--- config.mk ---
export PLATFORM = sky130hd
export DESIGN_NAME = add_share_arb
export DESIGN_NICKNAME = d
export VERILOG_FILES = /design/src/rtl/add_share_arb.sv
export SDC_FILE = /design/constraint.sdc
export NUM_CORES = 1
export LEC_CHECK = 0
export BUFFER_PORTS_ARGS = -buffer_cell sky130_fd_sc_hd__buf_2
export CORE_UTILIZATION = 45
export CTS_BUF_LIST = sky130_fd_sc_hd__clkbuf_8
export DETAILED_ROUTE_END_ITERATION = 6
export PLACE_DENSITY = 0.92
export RECOVER_POWER = 25
export SYNTH_ARGS = -nofsm -noshare
export SYNTH_HDL_FRONTEND = slang
export SYNTH_SLANG_ARGS = --single-unit
--- constraint.sdc ---
create_clock -name clk -period 13.7 [get_ports clk]
set_input_delay 1.37 -clock clk [delete_from_list [all_inputs] [get_ports clk]]
set_output_delay 1.37 -clock clk [all_outputs]
set_load 0.05 [all_outputs]
--- src/rtl/add_share_arb.sv ---
// Four-way round-robin arbiter sharing one 8-bit ripple adder.
// The winner's operand pair is summed and held in a single result register.
module add_share_arb #(
  parameter int SAT = 0
) (
  input  logic        clk,
  input  logic        rst,
  input  logic [3:0]  req_valid,
  input  logic [31:0] req_a,
  input  logic [31:0] req_b,
  output logic [3:0]  req_ready,
  output logic        resp_valid,
  input  logic        resp_ready,
  output logic [1:0]  resp_id,
  output logic [7:0]  resp_sum,
  output logic        resp_ovf
);

  logic [1:0] ptr;
  logic [1:0] gnt_idx;
  logic [1:0] cand;
  logic       gnt_any;
  logic       can_accept;
  logic       accept;
  logic [7:0] op_a;
  logic [7:0] op_b;
  logic [7:0] raw_sum;
  logic       ovf;
  logic [7:0] out_sum;

  // Scan from the highest offset down so the first valid index after ptr wins.
  always_comb begin
    gnt_idx = ptr;
    gnt_any = 1'b0;
    cand    = ptr;
    for (int k = 3; k >= 0; k--) begin
      cand = ptr + 2'(k);
      if (req_valid[cand]) begin
        gnt_idx = cand;
        gnt_any = 1'b1;
      end
    end
  end

  assign can_accept = !resp_valid || resp_ready;
  assign accept     = gnt_any && can_accept && !rst;
  assign req_ready  = accept ? (4'b0001 << gnt_idx) : 4'b0000;

  assign op_a = req_a[{gnt_idx, 3'b000} +: 8];
  assign op_b = req_b[{gnt_idx, 3'b000} +: 8];

  fadd8 u_fadd8 (
    .a (op_a),
    .b (op_b),
    .s (raw_sum)
  );

  // The adder has no carry port; a wrapped unsigned sum is smaller than either operand.
  assign ovf     = (raw_sum < op_a);
  assign out_sum = ((SAT != 0) && ovf) ? 8'hFF : raw_sum;

  always_ff @(posedge clk) begin
    if (rst) begin
      ptr        <= 2'd0;
      resp_valid <= 1'b0;
      resp_id    <= 2'd0;
      resp_sum   <= 8'h00;
      resp_ovf   <= 1'b0;
    end else if (accept) begin
      ptr        <= gnt_idx + 2'd1;
      resp_valid <= 1'b1;
      resp_id    <= gnt_idx;
      resp_sum   <= out_sum;
      resp_ovf   <= ovf;
    end else if (resp_ready) begin
      resp_valid <= 1'b0;
    end
  end

endmodule

// Plain 8-bit ripple-carry adder, carry-out discarded.
module fadd8 (
  input  logic [7:0] a,
  input  logic [7:0] b,
  output logic [7:0] s
);

  logic [7:0] c;

  assign c[0] = 1'b0;

  for (genvar i = 0; i < 8; i++) begin : g_bit
    assign s[i] = a[i] ^ b[i] ^ c[i];
    if (i < 7) begin : g_carry
      assign c[i+1] = (a[i] & b[i]) | (c[i] & (a[i] ^ b[i]));
    end
  end

endmodule

Yosys cells after proc, flatten, opt, wreduce, memory -nomap -nowiden. Index checks and enable logic that the tools add are counted. W data, S select, Z words.

Add/sub/neg operators: 4. $lt $le $gt $ge: 5. Multiplexer cells: 19. Shift operators: 3. Eq/ne operators: 0. Reduce and logical (&&, ||, !) cells: 6. Divide/modulo/power cells: 0. $mul: 0. Bitwise gates (word level): 34.

Operators with widths (count): $shiftx A32 B6 Y8 (2); $xor A1 B1 Y1 (15); $and A1 B1 Y1 (13); $lt A2 B3 Y1 const B (4); $mux W1 (10); $bmux W1 S2 (4); $lt A8 B8 Y1 (1); $mux W2 (4); $or A1 B1 Y1 (6); $add A2 B1 Y2 const B (2); $add A2 B2 Y2 const B (2); $mux W4 (1); $shl A1 B2 Y4 const A (1); $logic_and A1 B1 Y1 (2); $logic_not A1 Y1 (2); $reduce_bool A2 Y1 (1); $logic_or A1 B1 Y1 (1).

Output and inout bits: 16. Bits in latches: 0. Register bits after elaboration: 14. RAM bits: 0. ROM bits: 0. Input bits: 71. Memories: 0.

Logic depth before layout (Yosys ltp).
Word-level depth: 23. Gate-level depth with buffers: 24. Gate-level depth less buffers: 23.

Hierarchy. A second synthesis with hierarchy kept.

Cells, all modules: 160. Area, all modules: 1557.7 um^2.

Modules (own cells, without submodules): add_share_arb (instances 1, area each 1382.6 um^2, cells each 147); fadd8 (instances 1, area each 175.2 um^2, cells each 13).

Worst setup path after synthesis. Ideal clock, no wire load.

Kind: in2reg. Start point: input port req_valid[2]. End point: register resp_ovf. Data required time: 13.583 ns. Library setup time: 0.117 ns. Setup slack: 7.583 ns. Data arrival time: 6.000 ns. Buffers on the path: 2. Stages: 24. Cell sequence: nor2b_4 o21a_1 or3_1 buf_6 inv_2 buf_2 and3_1 a31oi_1 ha_1 fa_1 fa_1 fa_1 fa_1 inv_1 fa_1 inv_1 fa_1 and2_1 mux2i_1 and2_4 xnor2_1 ha_1 o21ai_0 a32o_1.

Longest elaborated chain between the ends: 22. Elaborated cells between the ends (all ways): 55.

RTL lines: start, declared (line 8) `input logic [3:0] req_valid,`; $bmux W1 S2 (line 38) `if (req_valid[cand]) begin`; $mux W1 (implied by the code) (line 38); $mux W2 (3 in series) (line 38); $mux W2 (*) (line 38); net gnt_idx[0] (line 20) `logic [1:0] gnt_idx;`; $shiftx A32 B6 Y8 (on tied branches) (line 49, 50); $and A1 B1 Y1 or $xor A1 B1 Y1 (tied branches) (line 96) `assign c[i+1] = (a[i] & b[i]) | (c[i] & (a[i] ^ b[i]));`; $and A1 B1 Y1 (line 96); [... 6 more ...]; $or A1 B1 Y1 (line 96); $and A1 B1 Y1 (line 96); $or A1 B1 Y1 (line 96); $and A1 B1 Y1 (line 96); $or A1 B1 Y1 (line 96); $xor A1 B1 Y1 (*) (line 94) `assign s[i] = a[i] ^ b[i] ^ c[i];`; net out_sum[7] (line 29) `logic [7:0] out_sum;`; $lt A8 B8 Y1 (*) (line 59) `assign ovf = (raw_sum < op_a);`; end signal, assigned (line 74) `resp_ovf <= ovf;`; end, declared (line 16) `output logic resp_ovf`.

Mark *: on every way through the listed nets, which the timed path passes. The rest lies on a longest branch. The select of a mux whose other input is x is not followed. A chain may end at the register's enable or synchronous reset.

Final worst setup path.
Start point: input port req_valid[2]. End point: register resp_ovf.

Longest elaborated chain between the ends: 22. Elaborated cells between the ends (all ways): 55.

RTL lines (line): $bmux W1 S2 (38); $mux W1 (implied by the code) (38); $mux W2 (3 in series) (38); $mux W2 (*) (38); $shiftx A32 B6 Y8 (on tied branches) (49, 50); $and A1 B1 Y1 or $xor A1 B1 Y1 (tied branches) (96); $and A1 B1 Y1 (96); $or A1 B1 Y1 (96); [... 5 more ...]; $or A1 B1 Y1 (96); $and A1 B1 Y1 (96); $or A1 B1 Y1 (96); $and A1 B1 Y1 (96); $or A1 B1 Y1 (96); $xor A1 B1 Y1 (*) (94); net out_sum[7] (29); $lt A8 B8 Y1 (*) (59).

Marked as above.

==> results by group <==
Status
  – Status: finished clean

STA
  – Max Fclk: around 150 MHz
  – Worst Skew: 0.002436 ns
  – Final period util: approximately half
  – RSZ-0062 raised after global routing: false
  – Setup ws final: roughly 7 ns
  – Final setup viols: 0
  – Final hold viol count: 0
  – Crit path time final: around 6.8 ns
  – Slew HR: about three fifths
  – Hold slack: between 0.4 and 0.5 ns
  – Fin. max-slew vios: 0
  – Worst Tran Pin Value: approximately 0.62 ns
  – Fin Setup TNS: 0 ns

Drt
  – Pre-antenna DRT Iters: 4
  – Initial DRC Count: around 110
  – DR WL/cell: approximately 11 um
  – Via density: 5.093
  – Post-DRT Antenna Nets: 0
  – Vias: 1747
  – # DRC: 0
  – Routed WL: a little under 4 mm

Power and ir drop
  – Flop pwr share: between 15 and 20%
  – Clock network power share: roughly 9.8%
  – Leak pwr: roughly 1.1 nW
  – Sw Share: 50.47%
  – Peak VDD IR: between 0.08 and 0.09 mV
  – Pwr/cell area: ~200 nW/um2
  – NetSw: about 210 uW
  – Cell Int Power: 207.2 uW
  – Logic pwr share: about 75%

CTS
  – Post-CTS sizing: 0
  – CTS H-tree lvls: 1
  – Hold buffer count at CTS: 0
  – Setup bufs post-CTS: 0
  – Root buffer cell: clkbuf_8
  – Clock tree buffer depth: 2
  – Skew-Pair Late Insertion Delay: roughly 0.25 ns
  – TritonCTS clock tree: done
  – Clock Sinks: 14
  – Reg clk slew, reported paths: roughly 0.06 ns
  – Num CTS Buffers: 3

Hold path
  – Hold crit path type: register to register

Layout
  – Nets@finish: roughly 390
  – Most frequent cells in the layout: 79 x buf_2, 70 x nand2_1, 14 x dfxtp_1
  – Commonest non-fill, non-tap cell in the layout: buf_2
  – Final Core Density: a little over 60%
  – Diode count: 0
  – FILL cells: around 350
  – Layout area overhead: 31.49%
  – Share of cells above drive strength 1: between 30% and 40%
  – Finished Layout Cells: between 300 and 400

Setup path
  – Startpoint types: input port
  – Setup crit end kind: register
  – Crit-path max FO: 35
  – Crit path required time: ~14 ns
  – Worst Path Arrival: a little under 7 ns
  – Critical path type: input port to register

Synth
  – XOR/XNOR Fraction of Synth Area: less than 1%
  – Cells after Synth: between 200 and 250
  – Register area share after synthesis: between 10% and 20%
  – Syn Area/Cell: 7.196 um2
  – Synth Area in Simple Gates: a little under two fifths
  – Synthesized area: about 1600 um2
  – Post-synth cell types: 40
  – Synth Area in Compound Gates: about a tenth
  – Syn_nets: roughly 310
  – Synth warnings: 0
  – Adder-cell share of the synthesized area: about 17%
  – Multiplexer share of the synthesized area: between 10% and 20%
  – Largest family of logic cells by synthesized area: simple AND/OR/NAND/NOR gates
  – Synth Register Bits: 14

Die
  – Core area: around 3300 um2
  – Starting Density: 46.79%
  – IO Count: 87
  – Die area: about 3700 um2
  – Row cnt: 21
  – Die Height: roughly 61 um
  – DIE WIDTH: 60.91 um

Job
  – Max_cap viols: 0

GRT
  – Grt total ovfl: 0
  – Largest net degree at the start of global routing: 36
  – Initial antenna violation count: 0
  – Vias in the first global route: 1431
  – Tot GR Track Use: a little over a fifth
  – First-pass GRT wire length: approximately 6 mm

Place
  – Dpl ws: roughly 6.6 ns
  – Port bufs: 86
  – Routability cong.: about 0.81
  – Placed Instances: 339
  – Dpl hpwl: roughly 3.0 mm
-- state kept, by name (all words and copies together), names as in the netlist --
register    count
ptr             2
resp_id         2
resp_ovf        1
resp_sum        8
resp_valid      1
-- worst paths after layout --
| path | startpoint | to | slack [ns] | depth (start not counted) |
|---|---|---|---|---|
| setup / recovery | req_valid[2] | resp_ovf$_SDFFE_PP0P_ | 6.88 | 24 |
| setup reg to reg | ptr[1]$_SDFFE_PP0P_ | resp_ovf$_SDFFE_PP0P_ | 7.74 | 23 |
| hold / removal | resp_id[0]$_SDFFE_PP0P_ | resp_id[0]$_SDFFE_PP0P_ | 0.45 | 2 |
| hold reg to reg | resp_id[0]$_SDFFE_PP0P_ | resp_id[0]$_SDFFE_PP0P_ | 0.45 | 2 |
-- metrics by stage --
step | instance area (um2) | total power [mW]
2_1_floorplan | 1562 | 0.3103
3_3_place_gp | 2007 | 0.3636
3_5_place_dp | 2007 | 0.3785
4_1_cts | 2062 | 0.4211
5_1_grt | 2053 | 0.4612
6_report | 2053 | 0.4182
-- cell usage after synthesis --
cell type  number  area (um2)
nand3b_1        4       30.03
nor2b_1         4       25.02
mux2i_1        12       120.1
a211oi_1        2       15.01
dfxtp_1        14       280.3
mux2i_2         1       13.76
and2_4          1       8.760
and4b_1         1       10.01
buf_6           1       11.26
o21a_1          6       45.04
clkbuf_1        5       18.77
mux2i_4         1       22.52
o21ai_1         1       5.000
or3_1           3       18.77
buf_2           4       20.02
and3_1          8       50.05
nor4_1          1       6.260
mux2_2          1       11.26
nor3_1          1       5.000
or2b_1          1       7.510
fa_1            6       120.1
buf_1           2       7.510
nand3_1        11       55.05
nand2_1        70       262.8
nor2b_4         1       13.76
xnor2_1         1       8.760
o21ai_0         2       10.01
nor2_1          9       33.78
ha_1           11       137.6
and2_1          5       31.28
and2_0          1       6.260
inv_2           2       7.510
inv_1           8       30.03
nand4_1         1       6.260
o211ai_2        1       12.51
a21oi_1         2       10.01
a32o_1          1       10.01
nand2b_1        2       12.51
a31oi_1         8       50.05
nor2_4          1       11.26
-- cells by family after synthesis --
kind of cell,Yosys count
simple gates,125
compound gates,23
buf+inv,22
fa+ha+maj,17
mux,15
flops,14
xor+xnor,1
-- routing by layer --
metal | vias up | track usage [%] | part of all wire, %
li1 | 882 | - | -
met1 | 778 | 27.46 | 46
met2 | 78 | 34.69 | 46
met3 | 9 | 2.345 | 6.3
met4 | 0 | 9.416 | 2.0
met5 | - | 0 | 0
-- power groups by stage --
| stage | clock network [mW] | logic (mW) | registers (mW) |
|---|---|---|---|
| floorplan | 0 | 0.207 | 0.104 |
| global placement | 0 | 0.300 | 0.0637 |
| detailed placement | 0 | 0.314 | 0.0647 |
| CTS | 0.0413 | 0.316 | 0.0638 |
| global route | 0.0425 | 0.353 | 0.0653 |
| finish | 0.0409 | 0.313 | 0.0642 |
-- critical path, cell delays in order --
cell     delay, ns
buf_2         0.12
or3_1         0.33
and4b_1       0.23
nor2_4        0.49
inv_2         0.43
nand2_1       0.15
and3_1        0.16
a31oi_1       0.05
ha_1          0.23
fa_1          0.42
fa_1          0.42
fa_1          0.39
fa_1          0.36
inv_1         0.07
fa_1          0.15
inv_1         0.05
fa_1          0.40
and2_0        0.15
mux2i_1       0.16
and2_4        0.18
xnor2_1       0.06
ha_1          0.27
o21ai_0       0.09
a32o_1        0.21
-- final cells by class --
| cell class | instances | area, um2 | share of cell area (%) |
|---|---|---|---|
| Multi-Input combinational cell | 181 | 1186 | 57.77 |
| Timing Repair Buffer | 88 | 436.7 | 21.27 |
| Sequential cell | 14 | 280.3 | 13.65 |
| Tap cell | 46 | 57.56 | 2.803 |
| Clock buffer | 4 | 55.05 | 2.681 |
| Inverter | 10 | 37.54 | 1.828 |
Note: power is estimated with default switching activity, not from simulation.
